`src/rtl/addr_gen_fwd_gate.sv`:
```
// addr_gen_fwd_gate: generates activation RAM write addresses for NUM_GATE gate streams.
module addr_gen_fwd_gate #(
  parameter int ADDR_WIDTH  = 12,
  parameter int NUM_CELL    = 8,
  parameter int NUM_INPUT   = 53,
  parameter int TIMESTEP    = 7,
  parameter int DELAY       = 2,
  parameter int NUM_GATE    = 4,
  parameter int GATE_STRIDE = NUM_CELL * TIMESTEP,
  parameter int REVERSE     = 0,
  localparam int GW = NUM_GATE > 1 ? $clog2(NUM_GATE) : 1
) (
  input  logic                  clk,
  input  logic                  rst,
  input  logic                  en,
  input  logic                  start,
  input  logic                  clr,
  output logic [ADDR_WIDTH-1:0] o_addr,
  output logic [GW-1:0]         o_gate,
  output logic                  o_we,
  output logic                  o_busy,
  output logic                  o_done
);
  localparam int AW = ADDR_WIDTH;
  localparam int IW = NUM_INPUT > 1 ? $clog2(NUM_INPUT) : 1;
  localparam int DW = DELAY > 1 ? $clog2(DELAY) : 1;
  localparam int CW = NUM_CELL > 1 ? $clog2(NUM_CELL) : 1;
  localparam int TW = TIMESTEP > 1 ? $clog2(TIMESTEP) : 1;
  localparam logic [TW-1:0] TS_FIRST = REVERSE != 0 ? TW'(TIMESTEP - 1) : '0;
  localparam logic [TW-1:0] TS_LAST  = REVERSE != 0 ? '0 : TW'(TIMESTEP - 1);
  localparam logic [AW-1:0] TB_FIRST = REVERSE != 0 ? AW'((TIMESTEP - 1) * NUM_CELL) : '0;
  typedef enum logic [2:0] {IDLE, ACC, WAIT, WRITE, DONE} state_e;
  state_e          state_q, state_d;
  logic [IW-1:0]   in_q, in_d;
  logic [DW-1:0]   dly_q, dly_d;
  logic [CW-1:0]   cell_q, cell_d;
  logic [TW-1:0]   ts_q, ts_d;
  logic [GW-1:0]   g_q, g_d;
  logic [AW-1:0]   ts_base_q, ts_base_d, gate_base_q, gate_base_d;
  logic [AW-1:0]   o_addr_d;
  logic [GW-1:0]   o_gate_d;
  logic            o_we_d, o_busy_d, o_done_d;
  // ts_base tracks ts*NUM_CELL and gate_base tracks g*GATE_STRIDE, so no multiplier is needed
  always_comb begin
    state_d     = state_q;
    in_d        = in_q;
    dly_d       = dly_q;
    cell_d      = cell_q;
    ts_d        = ts_q;
    g_d         = g_q;
    ts_base_d   = ts_base_q;
    gate_base_d = gate_base_q;
    o_addr_d    = o_addr;
    o_gate_d    = o_gate;
    o_busy_d    = o_busy;
    o_we_d      = 1'b0;
    o_done_d    = 1'b0;
    if (en) begin
      case (state_q)
        IDLE: if (start) begin
          state_d   = ACC;
          in_d      = '0;
          cell_d    = '0;
          ts_d      = TS_FIRST;
          ts_base_d = TB_FIRST;
        end
        ACC: begin
          in_d = in_q + 1'b1;
          if (in_q == IW'(NUM_INPUT - 1)) begin
            in_d        = '0;
            dly_d       = '0;
            g_d         = '0;
            gate_base_d = '0;
            state_d     = DELAY == 0 ? WRITE : WAIT;
          end
        end
        WAIT: begin
          dly_d = dly_q + 1'b1;
          if (dly_q == DW'(DELAY - 1)) begin
            dly_d   = '0;
            state_d = WRITE;
          end
        end
        WRITE: begin
          g_d         = g_q + 1'b1;
          gate_base_d = gate_base_q + AW'(GATE_STRIDE);
          if (g_q == GW'(NUM_GATE - 1)) begin
            g_d         = '0;
            gate_base_d = '0;
            state_d     = ACC;
            cell_d      = cell_q + 1'b1;
            if (cell_q == CW'(NUM_CELL - 1)) begin
              cell_d    = '0;
              ts_d      = REVERSE != 0 ? ts_q - 1'b1 : ts_q + 1'b1;
              ts_base_d = REVERSE != 0 ? ts_base_q - AW'(NUM_CELL) : ts_base_q + AW'(NUM_CELL);
              state_d   = ts_q == TS_LAST ? DONE : ACC;
            end
          end
        end
        DONE: state_d = IDLE;
        default: state_d = IDLE;
      endcase
      o_we_d   = state_q == WRITE;
      o_done_d = state_q == DONE;
      o_busy_d = state_q == ACC || state_q == WAIT || state_q == WRITE;
      o_addr_d = state_q == WRITE ? gate_base_q + ts_base_q + AW'(cell_q) : o_addr;
      o_gate_d = state_q == WRITE ? g_q : o_gate;
    end
    if (clr) begin
      state_d     = IDLE;
      in_d        = '0;
      dly_d       = '0;
      cell_d      = '0;
      ts_d        = '0;
      g_d         = '0;
      ts_base_d   = '0;
      gate_base_d = '0;
      o_addr_d    = '0;
      o_gate_d    = '0;
      o_we_d      = 1'b0;
      o_busy_d    = 1'b0;
      o_done_d    = 1'b0;
    end
  end
  always_ff @(posedge clk or posedge rst) begin
    if (rst) begin
      state_q     <= IDLE;
      in_q        <= '0;
      dly_q       <= '0;
      cell_q      <= '0;
      ts_q        <= '0;
      g_q         <= '0;
      ts_base_q   <= '0;
      gate_base_q <= '0;
      o_addr      <= '0;
      o_gate      <= '0;
      o_we        <= 1'b0;
      o_busy      <= 1'b0;
      o_done      <= 1'b0;
    end else begin
      state_q     <= state_d;
      in_q        <= in_d;
      dly_q       <= dly_d;
      cell_q      <= cell_d;
      ts_q        <= ts_d;
      g_q         <= g_d;
      ts_base_q   <= ts_base_d;
      gate_base_q <= gate_base_d;
      o_addr      <= o_addr_d;
      o_gate      <= o_gate_d;
      o_we        <= o_we_d;
      o_busy      <= o_busy_d;
      o_done      <= o_done_d;
    end
  end
endmodule
```
`config.mk`:
```
export PLATFORM = sky130hd
export DESIGN_NAME = addr_gen_fwd_gate
export DESIGN_NICKNAME = d
export VERILOG_FILES = /design/src/rtl/addr_gen_fwd_gate.sv
export SDC_FILE = /design/constraint.sdc
export NUM_CORES = 1
export LEC_CHECK = 0
export BUFFER_PORTS_ARGS = -buffer_cell sky130_fd_sc_hd__buf_2
export CORE_MARGIN = 2
export CORE_UTILIZATION = 54
export CTS_CLUSTER_DIAMETER = 100
export DETAILED_ROUTE_END_ITERATION = 6
export PLACE_DENSITY = 0.81
export SYNTH_ARGS = -nofsm -noshare
export SYNTH_HDL_FRONTEND = slang
export SYNTH_SLANG_ARGS = --single-unit
export TNS_END_PERCENT = 5
```
`constraint.sdc`:
```
create_clock -name clk -period 2.13 [get_ports clk]
set_input_delay 0 -clock clk [delete_from_list [all_inputs] [get_ports clk]]
set_output_delay 0 -clock clk [all_outputs]
set_load 0.1 [all_outputs]
```
==> flow_summary.ini, run 1 <==
[status]
status = complete, no violations

[timing]
fin_crit_ns = 2.12
maxSlewHeadroom_pct = 51.3
hold_viol_final = 0
tightest_slew_ns = 0.730
grt_setup_unrepaired = yes
finalClockSkew_ns = 0.0132
slew_violations = 0
fmax_mhz = 472
totalNegativeSetupSlack_ns = 0
setup_viol = 0
worst_slack_ns = 0.0135
finalCritPeriodShare_pct = 99.4

[clock_network]
cts_tree = done
clkSinkCount = 53
numCtsBuffers = 5
root_buffer = clkbuf_8
htree_levels = 2
clock_path_buffers = 2
clk_pin_slew_ns = 0.10
insertion_delay_ns = 0.32

[logic_synthesis]
yosys.area.top_type_share_pct = 42.4
syn_area_um2 = 3130
ys_ff_latch = 53
async_flop_share_pct = 100
synthTopCellsByArea = dfrtp_1, ha_1, o21ai_0, nand2_1, nand3_1
yosys_warnings = 0
yosys_most_used_dff = dfrtp_1
yosysSeqAreaShare_pct = 42.4
yosys-top-cells-count = dfrtp_1, nand2_1, o21ai_0
syn_inst = 334
syn_avg_cell_area_um2 = 9.37
yosysTopAreaCell = dfrtp_1
yosysMostFrequentCell = dfrtp_1
synth_edf_count = 0
ys_types = 49

[worst_setup_path]
critPathMostFrequentCell = ha_4
cp-start-kind = flip-flop
cp.required_ns = 2.35
slowest_delay_ns = 0.43
worst_setup_path_end_kind = flip-flop
cp.arrival_ns = 2.33
crit_fanout = 3
cp_slowest_cell = dfrtp_2
cp_cell_sequence = ha_4 -> ha_4 -> a21o_4 -> a31oi_4 -> a21oi_1 -> or3_1 -> a32o_1
crit_type = reg2reg

[global_route]
grt_max_degree = 36
grt_pass1_vias = 2683
grtUsageTotal_pct = 24.6
grt_pass1_wl_um = 12300
grt_overflow = 0
antenna_found_initial = 0

[die]
initial_core_util_pct = 56.5
core-area_um2 = 5540
fp-row-count = 27
chipHeight_um = 80.1
boundaryPins = 22
die_area_um2 = 6420
die_w_um = 80.1

[placement]
dp_hpwl_um = 5080
dp_slack_ns = -0.0865
gp_congestion = 0.887
dpl_cell_area_um2 = 3540
io_buffer_count = 21

[routing]
post_drt_wl_per_cell_um = 15.5
drc = 0
dr.pass1.iters = 4
wl_um = 7150
viasPerCell = 5.91
final_antenna_net_count = 0
num_vias = 2719
drt_iter0_markers = 134

[power_and_ir_drop]
vdd_drop_max_mv = 0.431
powerDensity_nw_per_um2 = 570
leakagePower_nw = 1.79

[cells_and_area]
antenna_cells = 0
fin_area_um2 = 3740
area_growth_syn_to_layout_pct = 19.7
drive_above_1_share_pct = 20.6
final_util_pct = 67.6
nets = 420

[worst_hold_path]
hold_class = in2reg

[flow_run]
cap_violations = 0
## worst paths after layout
path                                          start                          to  slack (ns)  cells after the start
min reg2reg                   o_addr[2]$_DFFE_PP0P_       o_addr[2]$_DFFE_PP0P_        0.49                      2
max in group asynchronous                       rst  gate_base_q[7]$_DFFE_PP0P_        1.07                      4
min in group asynchronous                       rst         in_q[2]$_DFFE_PP0P_        0.35                      3
min                                             clr          o_busy$_DFFE_PP0N_        0.07                      2
max reg2reg                ts_base_q[6]$_DFFE_PP0P_       o_addr[9]$_DFFE_PP0P_        0.01                      7
max                        ts_base_q[6]$_DFFE_PP0P_       o_addr[9]$_DFFE_PP0P_        0.01                      7
## report_power, final
part / switching [W] / internal (W) / total (W)
Clock: 0.000352 / 0.000473 / 0.000825
Combinational: 0.000160 / 0.0000994 / 0.000260
Sequential: 0.0000224 / 0.00103 / 0.00105
## cell usage in the layout, fill, tap and decap left out, types with 3 or more instances in the layout
cell type	n
a31oi_1	6
o21ai_1	5
nor2b_1	3
nand4_1	3
xor2_1	6
nand3_1	17
clkbuf_8	5
nor2_1	20
o31ai_1	5
and3_1	3
o41ai_1	4
conb_1	4
a32o_1	7
buf_2	21
a21oi_1	10
o2111ai_1	3
nand2_1	40
o211ai_1	3
or3_1	3
o21ai_0	37
ha_1	23
or4_1	3
dfrtp_1	52
inv_1	10
nor3_1	3
buf_4	31
nand2b_1	9
a22o_1	4
xnor2_1	6
## routing by layer
| layer | wire length (µm) | up-vias | track usage (%) |
|---|---|---|---|
| met1 | 3010 | 1297 | 29.5 |
| met4 | 136 | 0 | 9.32 |
| li1 | - | 1321 | - |
| met3 | 323 | 15 | 4.16 |
| met5 | 0 | - | 0 |
| met2 | 3670 | 86 | 43.9 |
## worst max-delay path, delay by kind of cell (launching register included)
kind,cells,cell delay (ns)
and+or+nand+nor,1,0.31
DFF,1,0.43
adders and majority gates,2,0.49
AOI/OAI and AO/OA,4,0.78
## flip-flops by register name (all words and copies together), names as in the netlist, 2 cells and up
name / count
cell_q: 3
g_q: 2
gate_base_q: 9
in_q: 6
o_addr: 12
o_gate: 2
state_q: 3
ts_base_q: 9
ts_q: 3
## kinds of logic after synthesis
family,synth area share [%]
AND/OR/NAND/NOR,17.4
AO/OA/AOI/OAI,21.4
flip-flops,42.4
adder cells (fa/ha/maj),11.4
buffers and inverters,3.08
XOR/XNOR,3.36
other,0.240
multiplexers,0.720
## what timing repair did
action | in CTS | in global routing
pin swaps | 5 | 3
endpoints found under the setup margin | 2 | 4
gates resized for setup | 3 | 6
hold buffers | 2 | 0
buffers inserted | 1 | 0
endpoints found under the hold margin | 35 | 0
## final cells by class
cell class | count | area (µm²)
clock buffer | 5 | 68.8
multi-input combinational | 261 | 1790
sequential | 53 | 1330
inverter | 12 | 45.0
clock inverter | 3 | 68.8
timing repair buffer | 54 | 358
fill | 434 | 1800
tap | 72 | 90.1
## metrics by stage
step	power [W]	hold slack [ns]	instances
6_report	0.00213	0.0679	460
5_1_grt	0.00224	0.0975	460
4_1_cts	0.00215	0.0702	460
3_5_place_dp	0.00133	0.175	449
3_3_place_gp	0.00132	0.170	449
2_1_floorplan	0.00125	0.113	336
Note: power is estimated with default switching activity, not from simulation.
==> run 2, diff against run 1 <==
Settings changed: CORE_UTILIZATION 54 to 50, PLACE_DENSITY 0.81 to 0.77.
==> run 2 against run 1 <==
Effect of this change: highest routed layer unchanged; first-iteration DRC count increased by 25%; non-clock buffer count down 1; critical endpoint is now o_addr[10]$_DFFE_PP0P_; critical path depth stayed put; clock skew grew 0.00097 ns; combinational power is 5% higher; global-route usage shrank 4.4 points; register-to-register slack better by 0.03 ns; sequential power about the same; worst setup slack better by 0.031 ns; die area rose by 7.6%; fmax rose by 1.5%; total power decreased by 3.4%.
==> flow_summary.ini, run 2 (same netlist as run 1, synthesis figures left out) <==
[timing]
hold_viol_final = 0
fin_crit_ns = 2.09
worst_slack_ns = 0.0443
slew_violations = 0
hold-worst-slack_ns = 0.0662
grt_setup_unrepaired = yes
fmax_mhz = 479
finalClockSkew_ns = 0.0141
maxSlewHeadroom_pct = 62.9
finalCritPeriodShare_pct = 97.9
tightest_slew_ns = 0.553
setup_viol = 0

[die]
die_w_um = 83.1
fp-row-count = 28
core-area_um2 = 5990
chipHeight_um = 83.1
boundaryPins = 22
die_area_um2 = 6900
initial_core_util_pct = 52.2

[worst_setup_path]
cp.arrival_ns = 2.30
worst_setup_path_end_kind = flip-flop
critPathLaunch = ts_base_q[5]$_DFFE_PP0P_
r2r_setup_slack_ns = 0.04
crit_fanout = 2
r2r-start = ts_base_q[5]$_DFFE_PP0P_
cp.required_ns = 2.34
cp-start-kind = flip-flop
cp_cell_sequence = ha_1 -> ha_2 -> a21o_4 -> a21oi_2 -> o21ai_1 -> or3_1 -> a32o_1
crit_type = reg2reg
slowest_delay_ns = 0.41
cp_slowest_cell = dfrtp_1

[global_route]
grt_max_degree = 36
antenna_found_initial = 0
grtUsageTotal_pct = 20.2
grt_pass1_vias = 2475
grt_overflow = 0
grt_pass1_wl_um = 11500

[placement]
dp_slack_ns = 0.00253
dp_hpwl_um = 4940
io_buffer_count = 21
gp_congestion = 0.848
numPlacedInstances = 449

[clock_network]
clock_path_buffers = 2
numCtsBuffers = 5
cts_tree = done
clk_pin_slew_ns = 0.11
htree_levels = 2
insertion_delay_ns = 0.31
root_buffer = clkbuf_8
clkSinkCount = 53

[routing]
dr.pass1.iters = 4
num_vias = 2649
final_antenna_net_count = 0
drc = 0
drt_iter0_markers = 167
post_drt_wl_per_cell_um = 14.7
viasPerCell = 5.73
wl_um = 6770

[cells_and_area]
nets = 419
area_growth_syn_to_layout_pct = 19.8
drive_above_1_share_pct = 20.7
antenna_cells = 0
biggestRegsByFlops = o_addr (12), gate_base_q (9), ts_base_q (9)
final_util_pct = 62.6
final_cells = 462
layout_common_cells = dfrtp_1, nand2_1, o21ai_0
largest_reg_flops = 12
final.fill_count = 504
final_common_cell = dfrtp_1
top_register = o_addr

[power_and_ir_drop]
internal_power_w = 0.00151
vdd_drop_max_mv = 0.463
pwr-share-seq_pct = 51.0
leakagePower_nw = 1.78
netSwitchingFraction_pct = 26.6
powerDensity_nw_per_um2 = 550
combPwrFrac_pct = 13.3
clkPwrFrac_pct = 35.7
net-switching-power_w = 0.000547

[worst_hold_path]
min_from = clr
hold_class = in2reg

[status]
status = complete, no violations

[flow_run]
cap_violations = 0
-- run 2: area by class of cell --
| class | instances | area [µm²] | share of cell area [%] |
|---|---|---|---|
| Timing Repair Buffer | 53 | 350 | 9.35 |
| Inverter | 12 | 45.0 | 1.20 |
| Tap cell | 75 | 93.8 | 2.50 |
| Clock inverter | 2 | 37.5 | 1.00 |
| Multi-Input combinational cell | 261 | 1810 | 48.3 |
| Clock buffer | 6 | 82.6 | 2.20 |
| Sequential cell | 53 | 1330 | 35.4 |
-- run 2: metrics by stage --
stage	cell area, µm²	total power, W	setup TNS (ns)
floorplan	3170	0.00125	0
global placement	3520	0.00133	0
detailed placement	3520	0.00134	0
CTS	3680	0.00207	-0.0189
global route	3750	0.00215	-0.0525
finish	3750	0.00206	0
-- run 2: final timing paths --
| check | to | depth (start not counted) |
|---|---|---|
| setup reg to reg | o_addr[10]$_DFFE_PP0P_ | 7 |
| hold / removal | o_busy$_DFFE_PP0N_ | 2 |
| max in group asynchronous | ts_base_q[6]$_DFFE_PP0P_ | 4 |
| hold reg to reg | o_addr[2]$_DFFE_PP0P_ | 2 |
| min in group asynchronous | dly_q$_DFFE_PP0P_ | 4 |
| setup / recovery | o_addr[10]$_DFFE_PP0P_ | 7 |
-- run 2: metal layers --
metal	routed length [µm]	GRT usage, %	vias to the layer above
li1	-	-	1321
met1	3090	26.6	1265
met2	3330	34.7	54
met3	247	3.48	9
met4	107	4.92	0
met5	0	0	-
-- run 2: power groups by stage --
stage	Sequential [W]	Clock [W]	Combinational (W)
2_1_floorplan	0.00109	0	0.000159
3_3_place_gp	0.00107	0	0.000258
3_5_place_dp	0.00107	0	0.000267
4_1_cts	0.00105	0.000749	0.000271
5_1_grt	0.00106	0.000797	0.000301
6_report	0.00105	0.000736	0.000273
-- run 2: what timing repair did --
action | in CTS | in global routing
pin swaps | 1 | 6
setup endpoints to repair | 2 | 6
endpoints found under the hold margin | 54 | 0
hold buffers | 2 | 0
setup buffers | 0 | 3
resized for setup | 3 | 9
-- run 2: worst max-delay path, delay by kind of cell (launching register included) --
kind / cells / cell delay, ns
AO/OA/AOI/OAI: 4 / 0.73
flip-flops: 1 / 0.41
AND/OR/NAND/NOR: 1 / 0.34
adder cells (fa/ha/maj): 2 / 0.50
